<file path="config.mk">
export PLATFORM = sky130hd
export DESIGN_NAME = restoring_divider_flat
export DESIGN_NICKNAME = d
export VERILOG_FILES = /design/src/rtl/restoring_divider_if.sv /design/src/rtl/restoring_divider.sv /design/src/flat_wrapper.sv
export SDC_FILE = /design/constraint.sdc
export NUM_CORES = 1
export LEC_CHECK = 0
export CAP_MARGIN = 15
export CORE_ASPECT_RATIO = 0.6
export CORE_MARGIN = 2
export CORE_UTILIZATION = 50
export CTS_CLUSTER_DIAMETER = 100
export CTS_CLUSTER_SIZE = 8
export DETAILED_ROUTE_END_ITERATION = 7
export PLACE_DENSITY = 0.75
export RECOVER_POWER = 25
export SYNTH_ARGS = -nofsm -noshare
export SYNTH_HDL_FRONTEND = slang
export SYNTH_SLANG_ARGS = --single-unit
</file>
<file path="constraint.sdc">
create_clock -name clk -period 3.15 [get_ports clk]
set_input_delay 0.315 -clock clk [delete_from_list [all_inputs] [get_ports clk]]
set_output_delay 0.315 -clock clk [all_outputs]
set_load 0.02 [all_outputs]
</file>
<file path="src/rtl/restoring_divider_if.sv">
// Launch/result signal bundle for the restoring divider.
// The master launches divisions; the slave (divider) returns registered results.
interface restoring_divider_if #(
    parameter int unsigned WIDTH = 8
);
    logic             start;
    logic [WIDTH-1:0] dividend;
    logic [WIDTH-1:0] divisor;
    logic [WIDTH-1:0] quotient;
    logic [WIDTH-1:0] remainder;
    logic             busy;
    logic             fin;
    logic             dz;

    modport master (
        output start, dividend, divisor,
        input  quotient, remainder, busy, fin, dz
    );

    modport slave (
        input  start, dividend, divisor,
        output quotient, remainder, busy, fin, dz
    );
endinterface

</file>
<file path="src/rtl/restoring_divider.sv">
// Unsigned restoring divider: one quotient bit per clock over WIDTH cycles.
// Divide-by-zero bypasses iteration and reports all-ones quotient with dz set.
module restoring_divider #(
    parameter int unsigned WIDTH = 8
) (
    input  logic                clk,
    input  logic                rst_n,
    restoring_divider_if.slave  bus
);
    localparam int unsigned CW = $clog2(WIDTH + 1);

    typedef enum logic [1:0] {
        IDLE = 2'd0,
        CALC = 2'd1,
        DONE = 2'd2
    } state_t;

    state_t            state;
    // After each restore A < M, so the partial remainder never needs its top bit
    logic [WIDTH-1:0]  a;
    logic [WIDTH-1:0]  q;
    logic [WIDTH-1:0]  m;
    logic [CW-1:0]     count;

    logic [WIDTH:0]    a_sh_c;
    logic [WIDTH:0]    trial_c;
    logic [WIDTH-1:0]  a_next_c;
    logic [WIDTH-1:0]  q_next_c;
    logic              accept_c;

    // One shift/subtract/restore step
    always_comb begin
        a_sh_c   = {a, q[WIDTH-1]};
        trial_c  = a_sh_c - {1'b0, m};
        a_next_c = trial_c[WIDTH] ? a_sh_c[WIDTH-1:0] : trial_c[WIDTH-1:0];
        q_next_c = {q[WIDTH-2:0], ~trial_c[WIDTH]};
        accept_c = bus.start && (state != CALC);
    end

    // busy/fin are registered decodes of the state, so they trail it by one cycle
    always_ff @(posedge clk) begin
        if (!rst_n) begin
            state         <= IDLE;
            a             <= '0;
            q             <= '0;
            m             <= '0;
            count         <= '0;
            bus.quotient  <= '0;
            bus.remainder <= '0;
            bus.dz        <= 1'b0;
            bus.busy      <= 1'b0;
            bus.fin       <= 1'b0;
        end else begin
            bus.busy <= (state == CALC);
            bus.fin  <= (state == DONE);
            case (state)
                IDLE, DONE: begin
                    if (accept_c) begin
                        if (bus.divisor == '0) begin
                            bus.quotient  <= '1;
                            bus.remainder <= bus.dividend;
                            bus.dz        <= 1'b1;
                            state         <= DONE;
                        end else begin
                            a      <= '0;
                            q      <= bus.dividend;
                            m      <= bus.divisor;
                            count  <= CW'(WIDTH);
                            bus.dz <= 1'b0;
                            state  <= CALC;
                        end
                    end else begin
                        state <= IDLE;
                    end
                end
                CALC: begin
                    a     <= a_next_c;
                    q     <= q_next_c;
                    count <= count - CW'(1);
                    if (count == CW'(1)) begin
                        bus.quotient  <= q_next_c;
                        bus.remainder <= a_next_c;
                        state         <= DONE;
                    end
                end
                default: state <= IDLE;
            endcase
        end
    end
endmodule

</file>
<file path="src/flat_wrapper.sv">
// flat-port wrapper written by rule: the top's interface ports become plain ports
module restoring_divider_flat 
#(
    parameter int unsigned WIDTH = 8
)
  (clk, rst_n, bus_start, bus_dividend, bus_divisor, bus_quotient, bus_remainder, bus_busy, bus_fin, bus_dz);
  restoring_divider_if #(.WIDTH(WIDTH)) bus_i ();
  input  logic clk;
  input  logic rst_n;
  input wire logic [$bits(bus_i.start)-1:0] bus_start;
  input wire logic [$bits(bus_i.dividend)-1:0] bus_dividend;
  input wire logic [$bits(bus_i.divisor)-1:0] bus_divisor;
  output wire logic [$bits(bus_i.quotient)-1:0] bus_quotient;
  output wire logic [$bits(bus_i.remainder)-1:0] bus_remainder;
  output wire logic [$bits(bus_i.busy)-1:0] bus_busy;
  output wire logic [$bits(bus_i.fin)-1:0] bus_fin;
  output wire logic [$bits(bus_i.dz)-1:0] bus_dz;
  assign bus_i.start = bus_start;
  assign bus_i.dividend = bus_dividend;
  assign bus_i.divisor = bus_divisor;
  assign bus_quotient = bus_i.quotient;
  assign bus_remainder = bus_i.remainder;
  assign bus_busy = bus_i.busy;
  assign bus_fin = bus_i.fin;
  assign bus_dz = bus_i.dz;
  restoring_divider #(.WIDTH(WIDTH)) u_core (.clk(clk), .rst_n(rst_n), .bus(bus_i));
endmodule
</file>
==> run metrics, run 1 <==
status finished clean; critical path data arrival time 2.79 ns; GRT Total Usage 23.5%; WL/cell 15.3 um; Worst Clk Skew 0.0114 ns; most frequent cells in the layout 52 x nand2_1, 49 x dfxtp_1, 29 x nor2_1; die area 5340 um2; R2R Setup Slk 0.54 ns; data required time of the worst path 3.33 ns; Critical Path Fanout Max 6; leakage power 1.13 nW; sequential cell area 981 um2; Crit Path Category reg -> reg; TritonCTS clock tree yes; Vias per Instance 5.66; Max IR drop VDD 0.000335 V; Initial DRC Count 193; Setup Fix Bufs, Post-CTS 0; WP depth 10; Worst Hold Class reg -> reg; Bufs on Longest Clock Path 2; worst slack, placed 0.607 ns; multi-input logic area 1270 um2; DRC 0; largest net degree at the start of global routing 30; Layout Cells excl Fill 390; R2R Path Start u_core.q[7]; CTS resizes 0; CP top delay family compound AO/OA/AOI/OAI gates; Synth-to-Final Area Change 22.3%; GPL Wtd Cong 0.908; most frequent CP cell inv_1; Hold Fails Final Rpt 0; CTS Buf Count 5; CP Cell Sequence inv_1, ha_1, inv_1, fa_1, a211oi_2, nor4_2, o21ai_1, and2_4, mux2i_1, o221ai_1; Tcrit/Tclk final 82.8%; Die W 93.0 um; Fillers 429; Async S/R FF share, synth 0%; Inst Count DP 382; Synth Area per Inst 8.15 um2; number of synthesized flops with an enable pin 0; unrepaired setup endpoints after global routing false; global-route wire length before repair 9.80 mm; max-slew violations 0; Final Util 63.7%; Core Rows 19; crit end category register; Worst setup SP type register; WL final 5.97 mm; syn_nets 322; commonest non-fill, non-tap cell in the layout nand2_1; Placeable Area 4560 um2; clk root buf clkbuf_8; IO Count 38; worst setup path end u_core.bus.remainder[4]; GR Overflow Total 0; Slowest-stage cell, CP fa_1; PD cells 534 nW/um2; clk_lat worst skew 0.31 ns; 1st-pass router iterations 5; H-tree depth 2; synthesized cell area 2380 um2; Rel. slew slack 44.0%; share of post-route cells with drive strength above 1 5.50%; worst reg2reg endpoint u_core.bus.remainder[4]; Crit path buffers/inverters 2; Max Freq 0.383 GHz; Worst-path clk slew 0.10 ns; register area share after synthesis 41.2%; CTS Hold Bufs 0; min Tclk post-route 2.61 ns; nets 356; final setup fails 0; Initial Utilization 52.1%; die height 57.4 um; yosys warns 0; Yosys cell types 46; max incr delay on CP 0.41 ns; final worst slack 0.541 ns; Max-Cap Viols 0; Least-Margin Pin Slew 0.839 ns; Post-Syn Instances 292; antenna violations before repair 0; worst reg2reg path depth 10; Setup TNS 0 ns; total vias in the final route 2208; number of global-route vias before repair 2035; Ant. Diodes 0; top_reg_cell synth dfxtp_1; Port Buf Inserts 37; clock sink total 49; Worst setup startpoint u_core.q[7]; flops & latches, synth 49; antenna-violating nets left 0; HPWL Detailed 4.41 mm
## stage by stage
| stage | area (um2) | power, mW | hold WS (ns) |
|---|---|---|---|
| 2_1_floorplan | 2380 | 1.06 | 0.436 |
| 3_3_place_gp | 2820 | 1.17 | 0.444 |
| 3_5_place_dp | 2820 | 1.18 | 0.447 |
| 4_1_cts | 2910 | 1.54 | 0.459 |
| 5_1_grt | 2910 | 1.64 | 0.482 |
| 6_report | 2910 | 1.55 | 0.463 |
## cells in the mapped netlist, types with 2 or more instances
| cell type | instances | area share, % |
|---|---|---|
| a21oi_1 | 24 | 5.1 |
| o21ai_1 | 3 | 0.63 |
| nand2b_1 | 3 | 0.79 |
| nor4_1 | 3 | 0.79 |
| ha_1 | 10 | 5.3 |
| a31oi_1 | 6 | 1.6 |
| nand3b_1 | 2 | 0.63 |
| and2_1 | 2 | 0.53 |
| nand4_1 | 3 | 0.79 |
| inv_1 | 15 | 2.4 |
| o211ai_1 | 2 | 0.63 |
| o31ai_1 | 3 | 0.95 |
| nor3_1 | 2 | 0.42 |
| a311oi_1 | 11 | 4.1 |
| nand2_1 | 52 | 8.2 |
| a211oi_1 | 9 | 2.8 |
| o221ai_1 | 5 | 1.8 |
| clkbuf_1 | 14 | 2.2 |
| mux2i_1 | 2 | 0.84 |
| nor2_1 | 29 | 4.6 |
| xnor2_1 | 6 | 2.2 |
| o21ai_0 | 7 | 1.5 |
| nand3_1 | 5 | 1.1 |
| nor2b_1 | 3 | 0.79 |
| dfxtp_1 | 49 | 41 |
| nor3b_1 | 2 | 0.63 |
## per-layer routing
metal / vias up / wire length, um / global-route usage (%)
met1: 1013 / 3040 / 35.8
li1: 1108 / - / -
met2: 83 / 2420 / 35.2
met3: 4 / 471 / 5.28
met4: 0 / 37 / 3.15
met5: - / 0 / 0
## registers in the layout, indices dropped and copies added, names as in the netlist
name                  count
u_core.a                  8
u_core.bus.busy           1
u_core.bus.dz             1
u_core.bus.fin            1
u_core.bus.quotient       8
u_core.bus.remainder      8
u_core.count              4
u_core.m                  8
u_core.q                  8
u_core.state              2
## how the worst min path moves through the flow
| stage | endpoint | slack (ns) | from | depth (start not counted) |
|---|---|---|---|---|
| floorplan | u_core.m[1] | 0.44 | u_core.m[1] | 2 |
| global placement | u_core.m[3] | 0.44 | u_core.m[3] | 2 |
| detailed placement | u_core.m[3] | 0.45 | u_core.m[3] | 2 |
| CTS | u_core.m[3] | 0.46 | u_core.m[3] | 2 |
| global route | u_core.bus.fin | 0.48 | u_core.state[0] | 1 |
| finish | u_core.bus.fin | 0.46 | u_core.state[0] | 1 |
## cell type report
cell class | count | share of cell area, %
Multi-Input combinational cell | 211 | 43.6
Sequential cell | 49 | 33.7
Timing Repair Buffer | 44 | 15.0
Tap cell | 63 | 2.71
Clock buffer | 6 | 2.50
Inverter | 15 | 1.94
Clock inverter | 2 | 0.516
## cell families after synthesis
family / count (synthesis) / synth area share, %
xor gates and xnor gates: 7 / 2.58
AOI/OAI and AO/OA: 78 / 22.1
and+or+nand+nor: 113 / 21.7
DFF: 49 / 41.2
muxes: 2 / 0.842
buffers and inverters: 32 / 5.42
adders and majority gates: 11 / 6.10
## power by group
| group | switching, mW | internal [mW] | leakage, nW |
|---|---|---|---|
| clock network | 0.227 | 0.157 | 0.0374 |
| logic | 0.272 | 0.202 | 0.690 |
| registers | 0.0328 | 0.663 | 0.400 |
## worst register-to-register path: stages, from the launching register on
cell      delay (ns)
dfxtp_1         0.34
inv_1           0.06
ha_1            0.15
inv_1           0.06
fa_1            0.41
a211oi_2        0.30
nor4_2          0.13
o21ai_1         0.35
and2_4          0.27
mux2i_1         0.27
o221ai_1        0.15
No activity file was read; power rests on OpenSTA's default activity.
==> run 2: changes to the inputs <==
==> constraint.sdc (replaced) <==
create_clock -name clk -period 2.65 [get_ports clk]
set_input_delay 0.265 -clock clk [delete_from_list [all_inputs] [get_ports clk]]
set_output_delay 0.265 -clock clk [all_outputs]
set_load 0.02 [all_outputs]
==> run metrics, run 2 (same netlist as run 1, synthesis figures left out) <==
clk_lat worst skew 0.31 ns; critical path data arrival time 2.67 ns; clock sink total 49; final setup fails 0; Bufs on Longest Clock Path 2; antenna-violating nets left 0; HPWL Detailed 4.37 mm; GRT met3 Usage 4.49%; Logic pwr share 31.8%; Core Rows 19; Initial Utilization 52.1%; Sw Pwr 0.637 mW; Worst Hold Launch u_core.m[5]; Max IR drop VDD 0.000377 V; GRT Total Usage 23.6%; GPL Wtd Cong 0.894; worst slack, placed 0.107 ns; Ant. Diodes 0; switching share of power 34.0%; Pint 1.23 mW; antenna violations before repair 0; most frequent cells in the layout 52 x nand2_1, 49 x dfxtp_1, 29 x nor2_1; min Tclk post-route 2.48 ns; Worst setup SP type register; Placeable Area 4560 um2; final worst slack 0.169 ns; met1 usage 37.9%; Hold EP u_core.m[5]; Hold Fails Final Rpt 0; Fillers 427; Power, Total 1.87 mW; Worst Clk Skew 0.00634 ns; max-slew violations 0; data required time of the worst path 2.84 ns; Max Freq 0.403 GHz; WHS 0.459 ns; nets 362; die height 57.4 um; crit end category register; R2R Path Start u_core.q[7]; Max-Cap Viols 0; unrepaired setup endpoints after global routing false; CTS Hold Bufs 0; Setup TNS 0 ns; largest net degree at the start of global routing 34; Worst-path clk slew 0.09 ns; die area 5340 um2; total vias in the final route 2250; GRT Max-Usage Layer met1; global-route wire length before repair 9.76 mm; clk root buf clkbuf_8; share of post-route cells with drive strength above 1 7.81%; leakage power 1.12 nW; Critical Path Fanout Max 6; Initial DRC Count 232; PD cells 634 nW/um2; Rel. slew slack 54.2%; H-tree depth 2; status finished clean; R2R Setup Slk 0.17 ns; commonest non-fill, non-tap cell in the layout nand2_1; DRC 0; met2 Track Usage GR 31.9%; Tcrit/Tclk final 93.6%; number of global-route vias before repair 1979; worst reg2reg path depth 10; Vias per Instance 5.68; Least-Margin Pin Slew 0.688 ns; Seq pwr share 44.3%; Worst Hold Depth 2; Crit Path Category reg -> reg; WL/cell 15.0 um; IO Count 38; CTS Buf Count 5; Worst Hold Class reg -> reg; GR Overflow Total 0; 1st-pass router iterations 5; Synth-to-Final Area Change 24.1%; worst reg2reg endpoint u_core.bus.remainder[4]; Final Util 64.7%; clock group share of total power 23.9%; TritonCTS clock tree yes; Port Buf Inserts 37; WL final 5.95 mm; Die W 93.0 um
==> run 2: worst max path at each step <==
| stage | startpoint | endpoint | slack (ns) | cells after the start |
|---|---|---|---|---|
| final | u_core.q[7] | u_core.bus.remainder[4] | 0.17 | 10 |
| after global routing | u_core.q[7] | u_core.bus.remainder[4] | 0.02 | 10 |
| after CTS | u_core.q[7] | u_core.bus.remainder[4] | 0.09 | 10 |
| after detailed placement | u_core.q[7] | u_core.bus.remainder[4] | 0.11 | 10 |
| after global placement | u_core.q[7] | u_core.bus.remainder[4] | 0.22 | 10 |
| after floorplan | u_core.q[7] | u_core.bus.remainder[4] | 0.23 | 11 |
==> run 2: repair_timing <==
action | in CTS | in global routing
resized for setup | 0 | 4
buffers inserted | 0 | 0
setup endpoints to repair | 0 | 10
==> run 2: through the flow <==
step / instances / cell area (um2)
2_1_floorplan: 292 / 2380
3_3_place_gp: 388 / 2850
3_5_place_dp: 388 / 2850
4_1_cts: 396 / 2940
5_1_grt: 396 / 2950
6_report: 396 / 2950
==> run 2: critical path, cell delays in order, from the launching register on <==
cell      delay (ns)
dfxtp_1         0.33
inv_1           0.06
ha_1            0.15
inv_1           0.05
fa_2            0.37
a211oi_4        0.30
nor4_2          0.13
or3_4           0.42
and2_4          0.21
mux2i_2         0.20
o221ai_1        0.15
==> run 2: routing by layer <==
| layer | routed length [um] | up-vias |
|---|---|---|
| li1 | - | 1117 |
| met1 | 3020 | 1033 |
| met2 | 2390 | 93 |
| met3 | 479 | 7 |
| met4 | 62 | 0 |
| met5 | 0 | - |
==> run 2: power groups by stage <==
stage,logic (mW),clock network [mW],registers (mW)
floorplan,0.412,0,0.844
global placement,0.559,0,0.842
detailed placement,0.567,0,0.844
CTS,0.569,0.454,0.826
global route,0.646,0.488,0.835
finish,0.595,0.448,0.828
==> run 2: final cells by class <==
| type | count | area (um2) | share of cell area, % |
|---|---|---|---|
| multi-input combinational | 211 | 1290 | 43.6 |
| sequential | 49 | 981 | 33.2 |
| timing repair buffer | 50 | 462 | 15.6 |
| tap | 63 | 78.8 | 2.67 |
| clock buffer | 6 | 72.6 | 2.46 |
| inverter | 15 | 56.3 | 1.91 |
| clock inverter | 2 | 15.0 | 0.509 |
==> run 3: changes to the inputs <==
--- a/config.mk
+++ b/config.mk
@@ -5,6 +5,7 @@
 export SDC_FILE = /design/constraint.sdc
 export NUM_CORES = 1
 export LEC_CHECK = 0
+export ABC_AREA = 1
 export CAP_MARGIN = 15
 export CORE_ASPECT_RATIO = 0.6
 export CORE_MARGIN = 2
@@ -12,7 +13,7 @@
 export CTS_CLUSTER_DIAMETER = 100
 export CTS_CLUSTER_SIZE = 8
 export DETAILED_ROUTE_END_ITERATION = 7
-export PLACE_DENSITY = 0.75
+export PLACE_DENSITY = 0.74
 export RECOVER_POWER = 25
 export SYNTH_ARGS = -nofsm -noshare
 export SYNTH_HDL_FRONTEND = slang
==> run metrics, run 3 <==
status finished clean; largest net degree at the start of global routing 35; register area share after synthesis 37.7%; Async S/R FF share, synth 0%; unrepaired setup endpoints after global routing false; antenna-violating nets left 0; top_reg_cell synth dfxtp_1; crit end category register; multi-input logic area 1290 um2; total vias in the final route 2446; Rel. slew slack 59.5%; Post-Synth Simple-Gate Area 31.7%; GPL Wtd Cong 0.897; Yosys cell types 30; die height 59.9 um; Least-Margin Pin Slew 0.608 ns; Final Util 60.4%; largest family of logic cells by synthesized area simple AND/OR/NAND/NOR gates; Vias per Instance 5.19; Worst Clk Skew 0.00344 ns; clock sink total 49; clk_lat worst skew 0.30 ns; main area contributors after synthesis dfxtp_1 38%, nand2_1 12%, nand3_1 7.7%; CTS Buf Count 5; 1st-pass router iterations 5; TritonCTS clock tree yes; Port Buf Inserts 37; GR Overflow Total 0; top cell type's share of synthesized area 37.7%; Initial Utilization 51.8%; most common cell in the synthesized netlist nand2_1; Setup Fix Bufs, Post-CTS 0; HPWL Detailed 4.54 mm; Setup TNS 0 ns; DRC 0; syn_nets 401; number of synthesized flops with an enable pin 0; Synth Area in Compound Gates 11.5%; Tcrit/Tclk final 77.6%; top cells by count, synth 84 x nand2_1, 52 x inv_1, 49 x dfxtp_1, 40 x nand3_1, 40 x nor2_1; Core Rows 20; H-tree depth 2; min Tclk post-route 2.06 ns; WL/cell 13.4 um; Die W 97.2 um; synthesized cell area 2600 um2; worst slack, placed 0.679 ns; most frequent cells in the layout 85 x nand2_1, 52 x inv_1, 49 x dfxtp_1; nets 434; flops & latches, synth 49; Initial DRC Count 217; clk root buf clkbuf_8; Post-Syn Instances 371; Worst-path clk slew 0.09 ns; Max IR drop VDD 0.000310 V; Max Freq 0.486 GHz; commonest non-fill, non-tap cell in the layout nand2_1; share of post-route cells with drive strength above 1 5.68%; Fillers 476; post-synth top area cell dfxtp_1; Critical Path Fanout Max 17; sequential cell area 981 um2; number of global-route vias before repair 2177; data required time of the worst path 2.90 ns; critical path data arrival time 2.31 ns; max-slew violations 0; Synth-to-Final Area Change 16.7%; final setup fails 0; post-synthesis mux area share 0%; Bufs on Longest Clock Path 2; WL final 6.31 mm; Max-Cap Viols 0; Adder-Cell Fraction of Synth Area 5.57%; global-route wire length before repair 10.6 mm; GRT Total Usage 23.0%; Ant. Diodes 0; Synth Area per Inst 7.02 um2; PD cells 634 nW/um2; Worst Hold Class reg -> reg; Crit Path Category in -> reg; final worst slack 0.594 ns; Worst setup SP type input port; CTS Hold Bufs 0; yosys warns 0; Hold Fails Final Rpt 0; Placeable Area 5030 um2; die area 5820 um2; xor-xnor portion of the synthesized cell area 1.35%; antenna violations before repair 0; IO Count 38; leakage power 1.44 nW; CTS resizes 0
-- run 3: changes by cell type in the layout (fill, tap and decap cells not counted), sizes merged, moves of 8 or more --
cell,previous run,this run
dlygate4sd3,12,4
nand2,52,91
nand3,5,41
a211oi,10,0
nor2,29,43
a311oi,11,0
inv,15,55
clkdlybuf4s50,25,33
buf,11,1
o21ai,10,25
-- run 3: final cells by class --
| type | instances | share of cell area, % |
|---|---|---|
| multi-input cells | 254 | 42.4 |
| flip-flops and latches | 49 | 32.3 |
| repair buffers | 39 | 12.6 |
| inverters | 55 | 7.12 |
| well taps | 66 | 2.72 |
| clock buffers | 5 | 2.26 |
| clock inverters | 3 | 0.700 |
-- run 3: path summary, 6_finish.rpt --
kind,from,endpoint,slack (ns),cells after the start
worst max-delay path,bus_divisor[3],u_core.a[3],0.59,10
worst min-delay path,u_core.m[4],u_core.m[4],0.48,2
worst max register to register,u_core.q[7],u_core.bus.remainder[3],0.64,14
worst min register to register,u_core.m[4],u_core.m[4],0.48,2
-- run 3: critical path: stages --
cell	delay [ns]
dlygate4sd3_1	0.55
nor2_1	0.13
nand2_1	0.09
o21ai_0	0.25
nand2_1	0.42
inv_2	0.32
nand2_1	0.09
nand3_1	0.09
nand2_1	0.06
inv_1	0.06
-- run 3: per-layer routing --
metal	track usage [%]	vias up	part of all wire [%]
li1	-	1252	-
met1	33.5	1103	51
met2	35.4	85	41
met3	5.26	6	7.2
met4	4.23	0	0.43
met5	0	-	0
-- run 3: report_power, final --
group | internal, mW | total, mW | switching [mW]
clock | 0.188 | 0.452 | 0.264
sequential | 0.810 | 0.860 | 0.0501
combinational | 0.227 | 0.614 | 0.388
total | 1.22 | 1.93 | 0.702
-- run 3: cell families (layout without fill, tap and decap cells) --
logic type	count (synthesis)	count (layout)
AO/OA/AOI/OAI	53	53
adder cells (fa/ha/maj)	11	11
flip-flops	49	49
XOR/XNOR	4	4
AND/OR/NAND/NOR	186	186
buffers and inverters	68	102
-- run 3: per-stage QoR --
| step | hold WS (ns) | power (mW) | instance area, um2 | instances |
|---|---|---|---|---|
| CTS | 0.489 | 1.94 | 3060 | 471 |
| global route | 0.507 | 2.05 | 3040 | 471 |
| floorplan | 0.403 | 1.31 | 2600 | 371 |
| finish | 0.480 | 1.93 | 3040 | 471 |
| global placement | 0.460 | 1.47 | 2970 | 463 |
| detailed placement | 0.473 | 1.49 | 2970 | 463 |
==> patch, RTL diff (flow settings as in run 3) <==
Reset style: asynchronous (`rst_n`), changed in one clocked block.
--- a/src/rtl/restoring_divider.sv
+++ b/src/rtl/restoring_divider.sv
@@ -39,5 +39,5 @@
 
     // busy/fin are registered decodes of the state, so they trail it by one cycle
-    always_ff @(posedge clk) begin
+    always_ff @(posedge clk or negedge rst_n) begin
         if (!rst_n) begin
             state         <= IDLE;
Behaviour: differs if rst_n is asserted again (counterexample within 4 cycles, from zero or initial values and one cycle with rst_n low); with rst_n held inactive, the same outputs for 10 cycles.
==> patch against run 3 <==
Setup slack worse by 56 ps. Critical path depth up 4. Synthesized cell count down 11%. Register-to-register slack worse by 100 ps. Count of clock-buffer cells in the layout up 1. Design area up 5.4%. Wire length down 3.1%. Synthesized area up 2.7%. Hold slack worse by 14 ps. Cell count down 6.6%. Sequential cell count unchanged. Via count down 8.6%. Critical endpoint is now u_core.bus.remainder[6]$_DFFE_PN0P_. Highest routed layer unchanged.
Power is not compared: it rests on default switching activity, and its combinational part moved more than twofold at a synthesized area within 25%.
==> patch: results (changes against run 3) <==
metric,value,unit,change
distinct cell type count of the synthesized netlist,32,,+6.7%
DRT iter0 DRCs,121,,-44%
highest-delay cell along the critical path,dfrtp_1,,
GP Congestion,0.872,,-2.9%
GRT Resource Usage Total,22.2,%,-0.79 points
layout cells sized above 1,8.29,%,+2.6 points
detailed-route wire length,6.11,mm,-3.1%
register area share after synthesis,45.8,%,+8.2 points
Synth Area in Compound Gates,8.75,%,-2.8 points
async set-or-reset flop fraction in the synthesized netlist,100,%,+100 points
Clock Skew,12.4,ps,+8.93 ps
Place WS,584,ps,-94.3 ps
Post-Synth Adder-Cell Area,5.43,%,-0.15 points
Total Die Area,5970,um2,+2.6%
vias in the first global route,2077,,-4.6%
xor and xnor area share after synthesis,1.31,%,-0.036 points
first-pass GRT wire length,10.3,mm,-2.5%
drt first pass iters,4,,-1
Detailed Place HPWL,4.66,mm,+2.7%
syn_nets,362,,-9.7%
fin nets,403,,-7.1%
Commonest cells post-synth,"70 x nand2_1, 61 x inv_1, 49 x dfrtp_1",,
Critical Path Fanout Max,10,,-7
hold-fix buffers at CTS,1,,+1
status,finished clean,,
[patch: changes by cell type after synthesis, sizes merged, moves of 8 or more]
cell / run 3 / this run
or2: 0 / 8
nor2: 43 / 29
dfxtp: 49 / 0
inv: 54 / 67
nand2: 91 / 73
a21oi: 18 / 10
dfrtp: 0 / 49
o21ai: 25 / 17
[patch: stage by stage]
stage	instance area [um2]	total power, mW	hold slack, ps	util, %	std cells
2_1_floorplan	2680	3.12	-30.6	-	332
3_3_place_gp	3090	3.81	188	60.6	431
3_5_place_dp	3090	3.85	195	60.6	431
4_1_cts	3220	4.43	404	63.2	440
5_1_grt	3200	4.82	489	62.7	440
6_report	3200	4.41	466	62.7	440
[patch: cells by family (layout without fill, tap and decap cells)]
group / after synthesis / after routing
compound gates: 39 / 39
xor+xnor: 4 / 4
fa+ha+maj: 11 / 11
buf+inv: 74 / 116
flops: 49 / 49
simple gates: 155 / 155
[patch: critical path: cells and delay by family, from the launching register on]
family	cells	cell delay [ps]
adder cells (fa/ha/maj)	2	520
buffers and inverters	3	180
flip-flops	1	390
AND/OR/NAND/NOR	9	900
[patch: cell type report]
cell class | instances | area, um2
clock buffer | 6 | 82.6
inverter | 67 | 262
sequential | 49 | 1230
tap | 66 | 82.6
clock inverter | 2 | 37.5
timing repair buffer | 41 | 390
multi-input combinational | 209 | 1120
fill | 456 | 1900
[patch: worst paths after layout]
kind | startpoint | to | slack, ps
worst max register to register | u_core.q[7]$_DFFE_PN0P_ | u_core.bus.remainder[6]$_DFFE_PN0P_ | 540
max in group asynchronous | rst_n | u_core.a[1]$_DFFE_PN0P_ | 770
worst min register to register | u_core.state[0]$_DFFE_PN0P_ | u_core.bus.fin$_DFF_PN0_ | 470
worst max-delay path | u_core.q[7]$_DFFE_PN0P_ | u_core.bus.remainder[6]$_DFFE_PN0P_ | 540
min in group asynchronous | rst_n | u_core.bus.dz$_DFFE_PN0P_ | 570
worst min-delay path | u_core.state[0]$_DFFE_PN0P_ | u_core.bus.fin$_DFF_PN0_ | 470
[patch: power by group]
part | internal (mW) | leakage (nW) | switching (mW)
sequential | 1.10 | 0.571 | 0.217
combinational | 0.974 | 1.03 | 1.56
clock | 0.307 | 0.0574 | 0.255
total | 2.38 | 1.66 | 2.03
[patch: routing by layer]
metal | track usage (%) | wire length, um
met1 | 34.8 | 3120
met2 | 31.4 | 2410
met5 | 0 | 0
met4 | 2.94 | 8
met3 | 5.99 | 580
